<file path="src/rtl/dct_transpose_8x8.sv">
// ---------------------------------------------------------------------------
// dct_transpose_8x8
//
// Ping-pong transpose buffer between the row and column passes of an 8x8
// 2D DCT. Row coefficients are written row-major (column position given by
// in_index, any order within a row); once a bank holds 64 beats it is read
// back column-major and handed to the next 1D stage.
//
// Ports
//   clk         single clock, rising edge
//   rst         synchronous reset, active low
//   in_data     row coefficient from upstream stage
//   in_valid    qualifies in_data / in_index
//   in_index    column position of in_data within the current row
//   in_ready    write bank can accept a beat
//   out_data    transposed coefficient
//   out_valid   qualifies out_data / out_index / out_col
//   out_index   row number of out_data
//   out_col     column currently being emitted
//   out_ready   downstream accepts the beat
//   block_done  high in the cycle the last beat of a block is accepted
// ---------------------------------------------------------------------------
module dct_transpose_8x8 #(
    parameter int DATA_W = 18,
    parameter int N      = 8
) (
    input  logic              clk,
    input  logic              rst,
    input  logic [DATA_W-1:0] in_data,
    input  logic              in_valid,
    input  logic [2:0]        in_index,
    output logic              in_ready,
    output logic [DATA_W-1:0] out_data,
    output logic              out_valid,
    output logic [2:0]        out_index,
    output logic [2:0]        out_col,
    input  logic              out_ready,
    output logic              block_done
);

    localparam int DEPTH = 2 * N * N;

    // Two banks of 64 words, addressed {bank, row, col}.
    logic [DATA_W-1:0] mem_q [DEPTH];

    logic [1:0]        full_q,      full_d;
    logic              wr_bank_q,   wr_bank_d;
    logic              rd_bank_q,   rd_bank_d;
    logic [2:0]        wr_row_q,    wr_row_d;
    logic [2:0]        wr_cnt_q,    wr_cnt_d;
    // Load side: bank and {col,row} pointer of the next word to move into
    // the output register. It runs one beat ahead of rd_bank so the first
    // word of the next block can be loaded while the last word of the
    // current block is being accepted.
    logic              ld_bank_q,   ld_bank_d;
    logic [5:0]        ld_ptr_q,    ld_ptr_d;
    logic              out_valid_q, out_valid_d;
    logic [DATA_W-1:0] out_data_q,  out_data_d;
    logic [2:0]        out_index_q, out_index_d;
    logic [2:0]        out_col_q,   out_col_d;

    logic              in_fire;
    logic              out_fire;
    logic              out_last;
    logic              wr_last;
    logic              ld_en;
    logic [6:0]        mem_waddr;
    logic [6:0]        mem_raddr;

    always_comb begin
        in_ready   = !full_q[wr_bank_q];
        in_fire    = in_valid && in_ready;
        out_fire   = out_valid_q && out_ready;
        out_last   = out_fire && (out_col_q == 3'd7) && (out_index_q == 3'd7);
        block_done = out_last;
        wr_last    = in_fire && (wr_row_q == 3'd7) && (wr_cnt_q == 3'd7);
        // Output register is free when empty or being accepted this cycle.
        ld_en      = full_q[ld_bank_q] && (!out_valid_q || out_ready);
        mem_waddr  = {wr_bank_q, wr_row_q, in_index};
        mem_raddr  = {ld_bank_q, ld_ptr_q[2:0], ld_ptr_q[5:3]};
    end

    always_comb begin
        // The bank being filled is never full and the bank being drained
        // always is, so set and clear never target the same flag.
        full_d = full_q;
        if (wr_last) begin
            full_d[wr_bank_q] = 1'b1;
        end
        if (out_last) begin
            full_d[rd_bank_q] = 1'b0;
        end

        wr_bank_d = wr_bank_q ^ wr_last;
        rd_bank_d = rd_bank_q ^ out_last;

        // 3-bit wrap clears the beat count after beat 8 and the row after
        // row 8, which is exactly the end-of-block clear.
        wr_cnt_d = wr_cnt_q;
        wr_row_d = wr_row_q;
        if (in_fire) begin
            wr_cnt_d = wr_cnt_q + 3'd1;
            if (wr_cnt_q == 3'd7) begin
                wr_row_d = wr_row_q + 3'd1;
            end
        end

        ld_ptr_d  = ld_ptr_q;
        ld_bank_d = ld_bank_q;
        if (ld_en) begin
            ld_ptr_d = ld_ptr_q + 6'd1;
            if (ld_ptr_q == 6'd63) begin
                ld_bank_d = !ld_bank_q;
            end
        end

        out_valid_d = out_valid_q;
        out_data_d  = out_data_q;
        out_index_d = out_index_q;
        out_col_d   = out_col_q;
        if (ld_en) begin
            out_valid_d = 1'b1;
            out_data_d  = mem_q[mem_raddr];
            out_index_d = ld_ptr_q[2:0];
            out_col_d   = ld_ptr_q[5:3];
        end else if (out_fire) begin
            out_valid_d = 1'b0;
        end
    end

    // Bank storage is not reset; a discarded block is simply overwritten.
    always_ff @(posedge clk) begin
        if (in_fire) begin
            mem_q[mem_waddr] <= in_data;
        end
    end

    always_ff @(posedge clk) begin
        if (!rst) begin
            full_q      <= 2'b00;
            wr_bank_q   <= 1'b0;
            rd_bank_q   <= 1'b0;
            wr_row_q    <= 3'd0;
            wr_cnt_q    <= 3'd0;
            ld_bank_q   <= 1'b0;
            ld_ptr_q    <= 6'd0;
            out_valid_q <= 1'b0;
            out_data_q  <= '0;
            out_index_q <= 3'd0;
            out_col_q   <= 3'd0;
        end else begin
            full_q      <= full_d;
            wr_bank_q   <= wr_bank_d;
            rd_bank_q   <= rd_bank_d;
            wr_row_q    <= wr_row_d;
            wr_cnt_q    <= wr_cnt_d;
            ld_bank_q   <= ld_bank_d;
            ld_ptr_q    <= ld_ptr_d;
            out_valid_q <= out_valid_d;
            out_data_q  <= out_data_d;
            out_index_q <= out_index_d;
            out_col_q   <= out_col_d;
        end
    end

    assign out_valid = out_valid_q;
    assign out_data  = out_data_q;
    assign out_index = out_index_q;
    assign out_col   = out_col_q;

endmodule

</file>
<file path="config.mk">
export PLATFORM = sky130hd
export DESIGN_NAME = dct_transpose_8x8
export DESIGN_NICKNAME = d
export VERILOG_FILES = /design/src/rtl/dct_transpose_8x8.sv
export SDC_FILE = /design/constraint.sdc
export NUM_CORES = 2
export LEC_CHECK = 0
export BUFFER_PORTS_ARGS = -buffer_cell sky130_fd_sc_hd__buf_2
export CAP_MARGIN = 15
export CORE_MARGIN = 4
export CORE_UTILIZATION = 60
export CTS_CLUSTER_SIZE = 40
export DETAILED_ROUTE_END_ITERATION = 12
export PLACE_DENSITY = 0.76
export SYNTH_ARGS = -nofsm -noshare
export SYNTH_HDL_FRONTEND = slang
export SYNTH_SLANG_ARGS = --single-unit
</file>
<file path="constraint.sdc">
create_clock -name clk -period 5.8 [get_ports clk]
set_input_delay 0.58 -clock clk [delete_from_list [all_inputs] [get_ports clk]]
set_output_delay 0.58 -clock clk [all_outputs]
set_load 0.02 [all_outputs]
</file>
==> summary.txt <==
Status
  – Status: finished clean

STA
  – Fmax: 222.7 MHz
  – Final setup fails: 0
  – Worst hold slack: 0.2045 ns
  – Final period util: 77.41%
  – Setup TNS: 0 ns
  – Slew headroom: 12.77%
  – Slew @ Worst Pin: 1.297 ns
  – Min Tclk post-route: 4.490 ns
  – Pins Over Slew Limit: 0
  – Maximum clock skew at final layout: 0.05125 ns
  – RSZ-0062 raised after global routing: false
  – Final count of hold timing violations: 0

Synthesis
  – Post-synthesis register bit count: 2346
  – Ys Warns: 0
  – Async S/R FF share, synth: 0%
  – EDFF count, synth: 2304
  – Cell Area, Synth: 0.09138 mm²
  – Seq/Total Area, Yosys: 76.63%
  – Top FF cell, synth: edfxtp_1
  – Syn avg cell area: 21.05 µm²
  – Synth Instances: 4342
  – Syn nets: 4375
  – Synth unique cells: 73

Pwr
  – Sw Pwr: 6.532 mW
  – Total Power: 32.80 mW
  – Lkg Pwr: 30.45 nW
  – Sw frac: 19.91%
  – Sequential Power Share: 56.8%
  – Pwr dens: 323.7 mW/mm²
  – Clock share of power: 42.0%
  – Worst vdd ir: 345.5 µV
  – Int Power: 26.27 mW
  – Combinational share of power: 1.2%

Critical path
  – WP data required: 6.50 ns
  – Crit path DAT: 5.19 ns
  – Crit. Startpoint: ld_ptr_q[3]
  – CP Max Fanout: 46
  – Type of origin of the critical path: flop
  – FF-to-FF Start: ld_ptr_q[3]
  – CP Capture Type: flop
  – Setup CP Type: reg -> reg

Clock network
  – Number of setup buffers added after CTS: 0
  – TritonCTS Buffers: 217
  – CTS tree: done
  – Sink Count: 2346
  – Clock root buffer: clkbuf_16
  – H-tree depth: 4
  – Clock Latency Late Sink: 0.86 ns
  – Clk slew on worst S/H paths: 0.06 ns
  – CTS Buffer Depth: 3

Routing
  – Vias per cell: 6.914
  – Post-route ant nets: 0
  – DRT iter0 DRCs: 6737
  – WL per Instance: 34.62 µm
  – Final WL: 234700 µm
  – Drt pass-1 iters: 6
  – Via count: 46880
  – DRC: 0

Cells and area
  – Area growth syn-to-layout: 10.88%
  – Nets: 4607
  – Fillcell total: 9328
  – Most frequent cells in the layout: edfxtp_1, mux4_2, mux2i_1
  – Share of cells above drive strength 1: 24.36%
  – Commonest non-fill, non-tap cell in the layout: edfxtp_1

Die
  – Die W: 398.3 µm
  – Die Area: 0.1586 mm²
  – Core area: 0.1507 mm²
  – Initial Utilization: 60.65%
  – Site Rows: 142
  – Top-level I/O count: 52
  – Die Ht: 398.3 µm

Global routing
  – Vias in the first global route: 46120
  – Largest net degree at the start of global routing: 116
  – Tot GR Track Use: 29.91%
  – Global-route wire length before repair: 336700 µm
  – Total congestion overflow: 0
  – Initial antenna violation count: 15

Run
  – Max Cap Viol: 0

Worst hold path
  – HP Class: in -> reg
  – Worst hold start: in_valid

Placement
  – Dpl hpwl: 136400 µm
  – RD Place Congestion: 0.8990
  – PortBufs: 51
==> area by class of cell <==
cell class              count  area [µm²]  area share [%]
inverters                  11       43.79         0.04322
clock inverters           119        1105           1.090
repair buffers            269        2283           2.254
diodes                      6       15.01         0.01482
flip-flops and latches   2346       70050           69.13
well taps                2016        2522           2.489
multi-input cells        1729       19540           19.29
clock buffers             284        5766           5.690
==> worst paths after layout <==
path	endpoint	slack, ns	cells after the start
min	full_q[1]	0.20	3
min reg2reg	out_data[12]	0.48	2
max reg2reg	out_data[1]	1.31	9
max	out_data[1]	1.31	9
==> kinds of logic after synthesis <==
group / after synthesis / synth area share, %
flops: 2346 / 76.63
compound gates: 430 / 3.511
xor+xnor: 9 / 0.08627
buf+inv: 267 / 2.221
simple gates: 460 / 2.293
fa+ha+maj: 8 / 0.1095
mux: 822 / 15.15
==> flip-flops by register name, indices dropped and copies added, names as in the netlist <==
name	cells
ld_ptr_q	6
mem_q	2304
out_data	18
rd_bank_q	1
out_index	3
full_q	2
out_valid	1
wr_bank_q	1
ld_bank_q	1
wr_cnt_q	3
wr_row_q	3
out_col	3
==> critical path, cell delays in order, from the launching register on <==
cell and delay (ns):
dfxtp_4 0.82, buf_12 0.30, buf_12 0.37, mux4_2 0.57, mux2_2 0.28, o22ai_1 0.29
a2111oi_0 0.18, buf_4 0.23, nor3_1 0.98, o31ai_1 0.18
==> routing by layer <==
metal | share of wire (%) | wire length [µm] | vias up | global-route usage, %
met1 | 36 | 84390 | 24310 | 41.58
met5 | 0.035 | 81 | - | 0
met3 | 12 | 29050 | 612 | 8.194
met2 | 46 | 108600 | 3269 | 45.02
li1 | - | - | 18670 | -
met4 | 5.4 | 12590 | 12 | 13.63
==> power groups by stage <==
stage	registers, mW	clock network (mW)	logic [mW]
5_1_grt	18.6	14.7	0.406
4_1_cts	18.6	13.9	0.386
3_3_place_gp	19.0	0	0.365
6_report	18.6	13.8	0.389
2_1_floorplan	19.0	0	0.0332
3_5_place_dp	19.0	0	0.386
==> synthesized netlist by cell type, types with 16 or more instances <==
| cell type | n | area [µm²] |
|---|---|---|
| buf_6 | 23 | 259.0 |
| buf_2 | 76 | 380.4 |
| a22oi_1 | 50 | 375.4 |
| buf_8 | 22 | 330.3 |
| mux2i_1 | 299 | 2993 |
| nor4_1 | 21 | 131.4 |
| edfxtp_1 | 2304 | 69190 |
| nand3_1 | 28 | 140.1 |
| buf_4 | 36 | 270.3 |
| a211oi_1 | 54 | 405.4 |
| clkbuf_1 | 54 | 202.7 |
| a21oi_1 | 30 | 150.1 |
| mux4_1 | 37 | 972.2 |
| o21ai_0 | 42 | 210.2 |
| mux2_2 | 95 | 1070 |
| nor2b_1 | 31 | 193.9 |
| mux4_2 | 391 | 8806 |
| nor2_1 | 193 | 724.4 |
| o22ai_1 | 35 | 219.0 |
| o221ai_1 | 54 | 473.0 |
| nor3_1 | 37 | 185.2 |
| dfxtp_1 | 42 | 840.8 |
| a311oi_1 | 16 | 140.1 |
| nand2_1 | 99 | 371.6 |
| a221oi_1 | 60 | 525.5 |
==> through the flow <==
stage               setup slack [ns]  instances  cell area (µm²)  utilization [%]
global route                   1.207       6774           101300            67.24
detailed placement             1.497       6363            94330            62.61
global placement               1.499       6355            94190            62.51
floorplan                      2.780       4342            91380                -
finish                         1.310       6780           101300            67.25
CTS                            1.452       6767           101200            67.18
==> what timing repair did <==
action,4_1_cts,5_1_grt
resized for setup,0,0
endpoints found under the hold margin,1,0
hold buffers,1,0
Note: power is estimated with default switching activity, not from simulation.
